**config.mk**
```make
export PLATFORM = sky130hd
export DESIGN_NAME = imem_port_arbiter
export DESIGN_NICKNAME = d
export VERILOG_FILES = /design/src/rtl/imem_port_arbiter.sv
export SDC_FILE = /design/constraint.sdc
export NUM_CORES = 1
export LEC_CHECK = 0
export CAP_MARGIN = 25
export CORE_AREA = 3 3 104 106
export CTS_BUF_LIST = sky130_fd_sc_hd__clkbuf_8 sky130_fd_sc_hd__clkbuf_16
export CTS_CLUSTER_SIZE = 12
export DETAILED_ROUTE_END_ITERATION = 6
export DIE_AREA = 0 0 107 109
export PLACE_DENSITY = 0.77
export SLEW_MARGIN = 20
export SYNTH_ARGS = -nofsm -noshare
export SYNTH_HDL_FRONTEND = slang
export SYNTH_SLANG_ARGS = --single-unit
```
**constraint.sdc**
```tcl
create_clock -name clk -period 3.1 [get_ports clk]
set_input_delay 0.31 -clock clk [delete_from_list [all_inputs] [get_ports clk]]
set_output_delay 0.31 -clock clk [all_outputs]
set_load 0.01 [all_outputs]
```
**src/rtl/imem_port_arbiter.sv**
```systemverilog
// imem_port_arbiter: shares the instruction_cache read port between fetch (F) and debug (D).
// Define IMEM_ARB_PERF_EN to build the per-port grant counters.
module imem_port_arbiter #(
  parameter int AW           = 32,
  parameter int DW           = 32,
  parameter int STARVE_LIMIT = 4
) (
  input  logic          clk,
  input  logic          reset,
  input  logic          f_req_valid,
  input  logic [AW-1:0] f_req_addr,
  output logic          f_req_ready,
  output logic          f_rsp_valid,
  output logic [DW-1:0] f_rsp_data,
  output logic          f_rsp_err,
  input  logic          f_rsp_ready,
  input  logic          d_req_valid,
  input  logic [AW-1:0] d_req_addr,
  output logic          d_req_ready,
  output logic          d_rsp_valid,
  output logic [DW-1:0] d_rsp_data,
  output logic          d_rsp_err,
  input  logic          d_rsp_ready,
  output logic [AW-1:0] mem_addr,
  input  logic [DW-1:0] mem_data,
  output logic [31:0]   f_grant_cnt,
  output logic [31:0]   d_grant_cnt
);

  localparam int SW = $clog2(STARVE_LIMIT + 1);
  localparam logic [SW-1:0] LIM = SW'(STARVE_LIMIT);

  typedef enum logic {IDLE, RESP} state_t;

  state_t        state_q, state_d;
  logic          owner_q, owner_d;
  logic [DW-1:0] data_q, data_d;
  logic          err_q, err_d;
  logic [SW-1:0] starve_q, starve_d;

  logic hs, eligible, win_d;
  logic f_acc, d_acc, mis;

  // Arbitration: a slot opens when idle or when the held response drains.
  always_comb begin
    hs = (state_q == RESP) &&
         (owner_q ? d_rsp_ready : f_rsp_ready);
    eligible = !reset && ((state_q == IDLE) || hs);
    win_d = d_req_valid &&
            (!f_req_valid || (starve_q >= LIM));
    f_req_ready = eligible && !win_d;
    d_req_ready = eligible && win_d;
    mem_addr = (eligible && win_d) ? d_req_addr : f_req_addr;
    f_acc = f_req_valid && f_req_ready;
    d_acc = d_req_valid && d_req_ready;
    mis = (mem_addr[1:0] != 2'b00);
  end

  // Next state: capture on accept, drop to idle on a plain drain.
  always_comb begin
    state_d  = state_q;
    owner_d  = owner_q;
    data_d   = data_q;
    err_d    = err_q;
    starve_d = starve_q;
    if (f_acc || d_acc) begin
      state_d = RESP;
      owner_d = d_acc;
      err_d   = mis;
      data_d  = mis ? '0 : mem_data;
    end else if (hs) begin
      state_d = IDLE;
    end
    if (d_acc) begin
      starve_d = '0;
    end else if (eligible && d_req_valid && (starve_q < LIM)) begin
      starve_d = starve_q + SW'(1);
    end
  end

  // State and response registers.
  always_ff @(posedge clk) begin
    if (reset) begin
      state_q  <= IDLE;
      owner_q  <= 1'b0;
      data_q   <= '0;
      err_q    <= 1'b0;
      starve_q <= '0;
    end else begin
      state_q  <= state_d;
      owner_q  <= owner_d;
      data_q   <= data_d;
      err_q    <= err_d;
      starve_q <= starve_d;
    end
  end

  // Response fan-out: only the owner sees the held response.
  always_comb begin
    f_rsp_valid = (state_q == RESP) && !owner_q;
    d_rsp_valid = (state_q == RESP) && owner_q;
    f_rsp_data  = owner_q ? '0 : data_q;
    f_rsp_err   = owner_q ? 1'b0 : err_q;
    d_rsp_data  = owner_q ? data_q : '0;
    d_rsp_err   = owner_q ? err_q : 1'b0;
  end

`ifdef IMEM_ARB_PERF_EN
  logic [31:0] f_cnt_q, d_cnt_q;

  // Grant counters, wrapping.
  always_ff @(posedge clk) begin
    if (reset) begin
      f_cnt_q <= '0;
      d_cnt_q <= '0;
    end else begin
      if (f_acc) f_cnt_q <= f_cnt_q + 32'd1;
      if (d_acc) d_cnt_q <= d_cnt_q + 32'd1;
    end
  end

  assign f_grant_cnt = f_cnt_q;
  assign d_grant_cnt = d_cnt_q;
`else
  assign f_grant_cnt = '0;
  assign d_grant_cnt = '0;
`endif

endmodule

```
After elaboration in Yosys (flattened, before gate mapping). Index checks and enable logic that the tools add are counted.

$add $sub $neg: 1. Magnitude comparators: 2. Bitwise gates (word level): 1. Reductions and logical operators: 21. Multiplexer cells: 9.

Operators with widths (count): two-way mux 32 bit (4); logical AND 1 bit (11); two-way mux 1 bit (5); logical NOT 1 bit (4); nonzero test 2 bit (2); adder 3 x 1 -> 3 bit (second input constant) (1); >= comparator 3 bit (second input constant) (1); logical OR 1 bit (3); < comparator 3 bit (second input constant) (1); OR reduction 2 bit (1); inverter 1 bit (1).

Flip-flop bits (word level): 38. Output and inout port bits: 166. Bits of input ports: 102.

Longest topological paths before layout.
Depth in word-level cells: 8. Gate-level depth with buffers: 6.

Worst setup path before layout. Ideal clock, no wire load.

Kind: register to output. Start point: register owner_q. End point: output port mem_addr[0]. Data arrival time: 1.618 ns. Setup slack: 1.172 ns. Stages on the path, launching flop included: 7. Cell sequence: dfxtp_1 mux2_4 nand2b_4 and3_4 buf_6 buf_6 mux2_4.

Longest elaborated chain between the ends: 6.

Ends and longest elaborated chain: start: declaration (line 36) `logic owner_q, owner_d;`; start signal: assignment (line 91) `owner_q <= owner_d;`; two-way mux 1 bit (line 47) `(owner_q ? d_rsp_ready : f_rsp_ready);`; logical AND 1 bit (line 46) `hs = (state_q == RESP) &&`; logical OR 1 bit (line 48) `eligible = !reset && ((state_q == IDLE) || hs);`; logical AND 1 bit (line 48); logical AND 1 bit; net d_req_ready (line 19) `output logic d_req_ready,`; two-way mux 32 bit (line 53) `mem_addr = (eligible && win_d) ? d_req_addr : f_req_addr;`; end: declaration (line 24) `output logic [AW-1:0] mem_addr,`.

The timed path passes the listed nets, and every way through them passes these cells.

Worst setup path in the final report.
Start point: input port d_req_valid. End point: output port mem_addr[3].

Longest elaborated chain between the ends: 3.

Ends and longest elaborated chain: start: declaration (line 17) `input logic d_req_valid,`; logical AND 1 bit (line 49) `win_d = d_req_valid &&`; logical AND 1 bit (line 53); two-way mux 32 bit (line 53).

No other way between the ends.

==> flow_summary.ini <==
[run_status]
outcome = finished clean

[setup_path]
cp.required_ps = 2790
path_class = in2out
start_kind = primary input
critical_path.max_fanout = 34
critical_path_arrival_ps = 2650
end_kind = output pin

[finish]
multiInputGateArea_sq_um = 1769
syn_to_final_growth_pct = 66.58
fin_util = 0.5084
regArea_sq_um = 762.0
nFillCells = 886
antennaDiodeCount = 0
nets = 651
drive_above_1_share = 0.1058

[global_route]
grt_overflow = 0
grt_pass1_vias = 2908
grt_pass1_wl_um = 15550
gr-usage-all-layers = 0.1688
antenna_found_initial = 0
grt_max_degree = 70

[synthesis]
synth_top_area_frac = 0.2527
syn-instance-count = 357
yosys-top-cells-count = 64 x buf_4, 38 x dfxtp_1, 36 x nand2_1
netlist_area_sq_um = 3010
synth_top_area_cell = dfxtp_1
ys.flop_type = dfxtp_1
synth-edff-count = 0
ys.warnings.count = 0
synth_most_common_cell = buf_4
synth-seq-cells = 38
ys_top_cells_by_area = dfxtp_1 25%, buf_4 16%, mux2_4 14%
synth.avg_cell_area_sq_um = 8.432
async_reset_ff_frac = 0
ys_types = 30
ys_seq_area_frac = 0.2527

[job]
maxCapViolCount = 0

[routing]
drt_iter0_drc = 110
dr_total_vias = 2937
drt-wirelength-per-cell_um = 15.74
first_pass_iters = 4
ant_nets = 0
drc = 0
vias_per_cell = 4.313
wirelength_um = 10720

[clock_network]
clk_latency_ps = 280
cts_tree = built
path_clk_slew_ps = 70
ctsHoldBuffers = 0
post_cts_buffers = 0
clock_sinks = 38
cts.path.max_buffers = 2
cts_htree_levels = 2
cts_resized = 0
cts_inserted_buffers = 5
root_buffer = clkbuf_8

[timing]
finalSetupViolCount = 0
tns_ps = 0
slew-limit-headroom = 0.5616
drv_slew = 0
post-route-period-util = 0.9547
clock.fmax_mhz = 337.9
finClkSkew_ps = 6.556
hold_viol = 0
fin_ws_ps = 140.3
min_period_ps = 2960
rsz0062_at_grt = no
worst_pin_slew_ps = 650.7

[floorplanning]
coreArea_sq_um = 9864
die_y_um = 109
initial_core_util = 0.3052
die_width_um = 107
dieArea_sq_um = 11660
rows = 36
ios = 268

[min_path]
hp-class = reg2reg

[placed_design]
dpl_worst_slack_ps = 171.3
dp_hpwl_um = 8614
globalplace.congestion = 0.7642
port_buffers = 203

[power]
ir_drop_v = 0.0001367
power-per-cell-area_nw_per_um2 = 284.1
leakage_nw = 2.144
power_mw = 1.425
[stage by stage]
step	cell area [sq um]	std cells	hold WS, ps
after floorplan	3247	420	425.9
after global placement	4902	674	439.3
after detailed placement	4902	674	454.7
after CTS	5015	681	475.3
after global routing	5015	681	495.1
final	5015	681	464.2
[cell type report]
class | count | share of cell area
Tap cell | 133 | 0.03318
Inverter | 34 | 0.02545
Clock inverter | 1 | 0.005988
Timing Repair Buffer | 209 | 0.4142
Clock buffer | 6 | 0.01647
Sequential cell | 38 | 0.1519
Multi-Input combinational cell | 260 | 0.3528
[metal layers]
layer	global-route usage	up-vias	part of all wire
li1	-	1429	-
met1	0.1888	1368	0.39
met2	0.3287	134	0.54
met3	0.03908	6	0.069
met4	0.02831	0	0.0064
met5	0	-	0
[cell usage in the layout, fill, tap and decap left out, types with 2 or more instances in the layout]
master	n
clkdlybuf4s50_1	203
conb_1	64
dfxtp_1	37
nand2_1	36
and2_1	35
inv_1	34
nor2b_1	33
o41ai_1	32
mux2_4	29
clkbuf_8	6
buf_4	6
mux2_2	4
nor2_1	3
or2_2	3
a31o_2	3
nand2b_1	2
a32o_1	2
[worst paths after layout]
check,end,start,depth (start not counted),slack [ps]
setup reg to reg,starve_q[2],owner_q,4,1430
setup / recovery,mem_addr[3],d_req_valid,5,140
hold reg to reg,data_q[16],data_q[16],2,460
hold / removal,data_q[16],data_q[16],2,460
[logic make-up after synthesis]
| family | after synthesis | synth area share |
|---|---|---|
| fa+ha+maj | 1 | 0.004156 |
| compound gates | 41 | 0.1155 |
| simple gates | 120 | 0.2211 |
| mux | 34 | 0.1629 |
| buf+inv | 122 | 0.2423 |
| flops | 38 | 0.2527 |
| other cells | 1 | 0.001246 |
[power breakdown]
part           switching (mW)  internal, mW  leakage [nW]
clock                   0.163         0.257        0.0573
sequential             0.0145         0.507         0.309
combinational           0.209         0.273          1.78
[sequential cells by signal (all words and copies together) (netlist names)]
| name | flops |
|---|---|
| state_q | 1 |
| starve_q | 3 |
| data_q | 32 |
| owner_q | 1 |
| err_q | 1 |
[worst max-delay path, stage by stage]
cell	delay, ps
clkdlybuf4s50_1	610
and2_1	220
and3_4	600
mux2_2	400
clkdlybuf4s50_1	490
No activity file was read; power rests on OpenSTA's default activity.
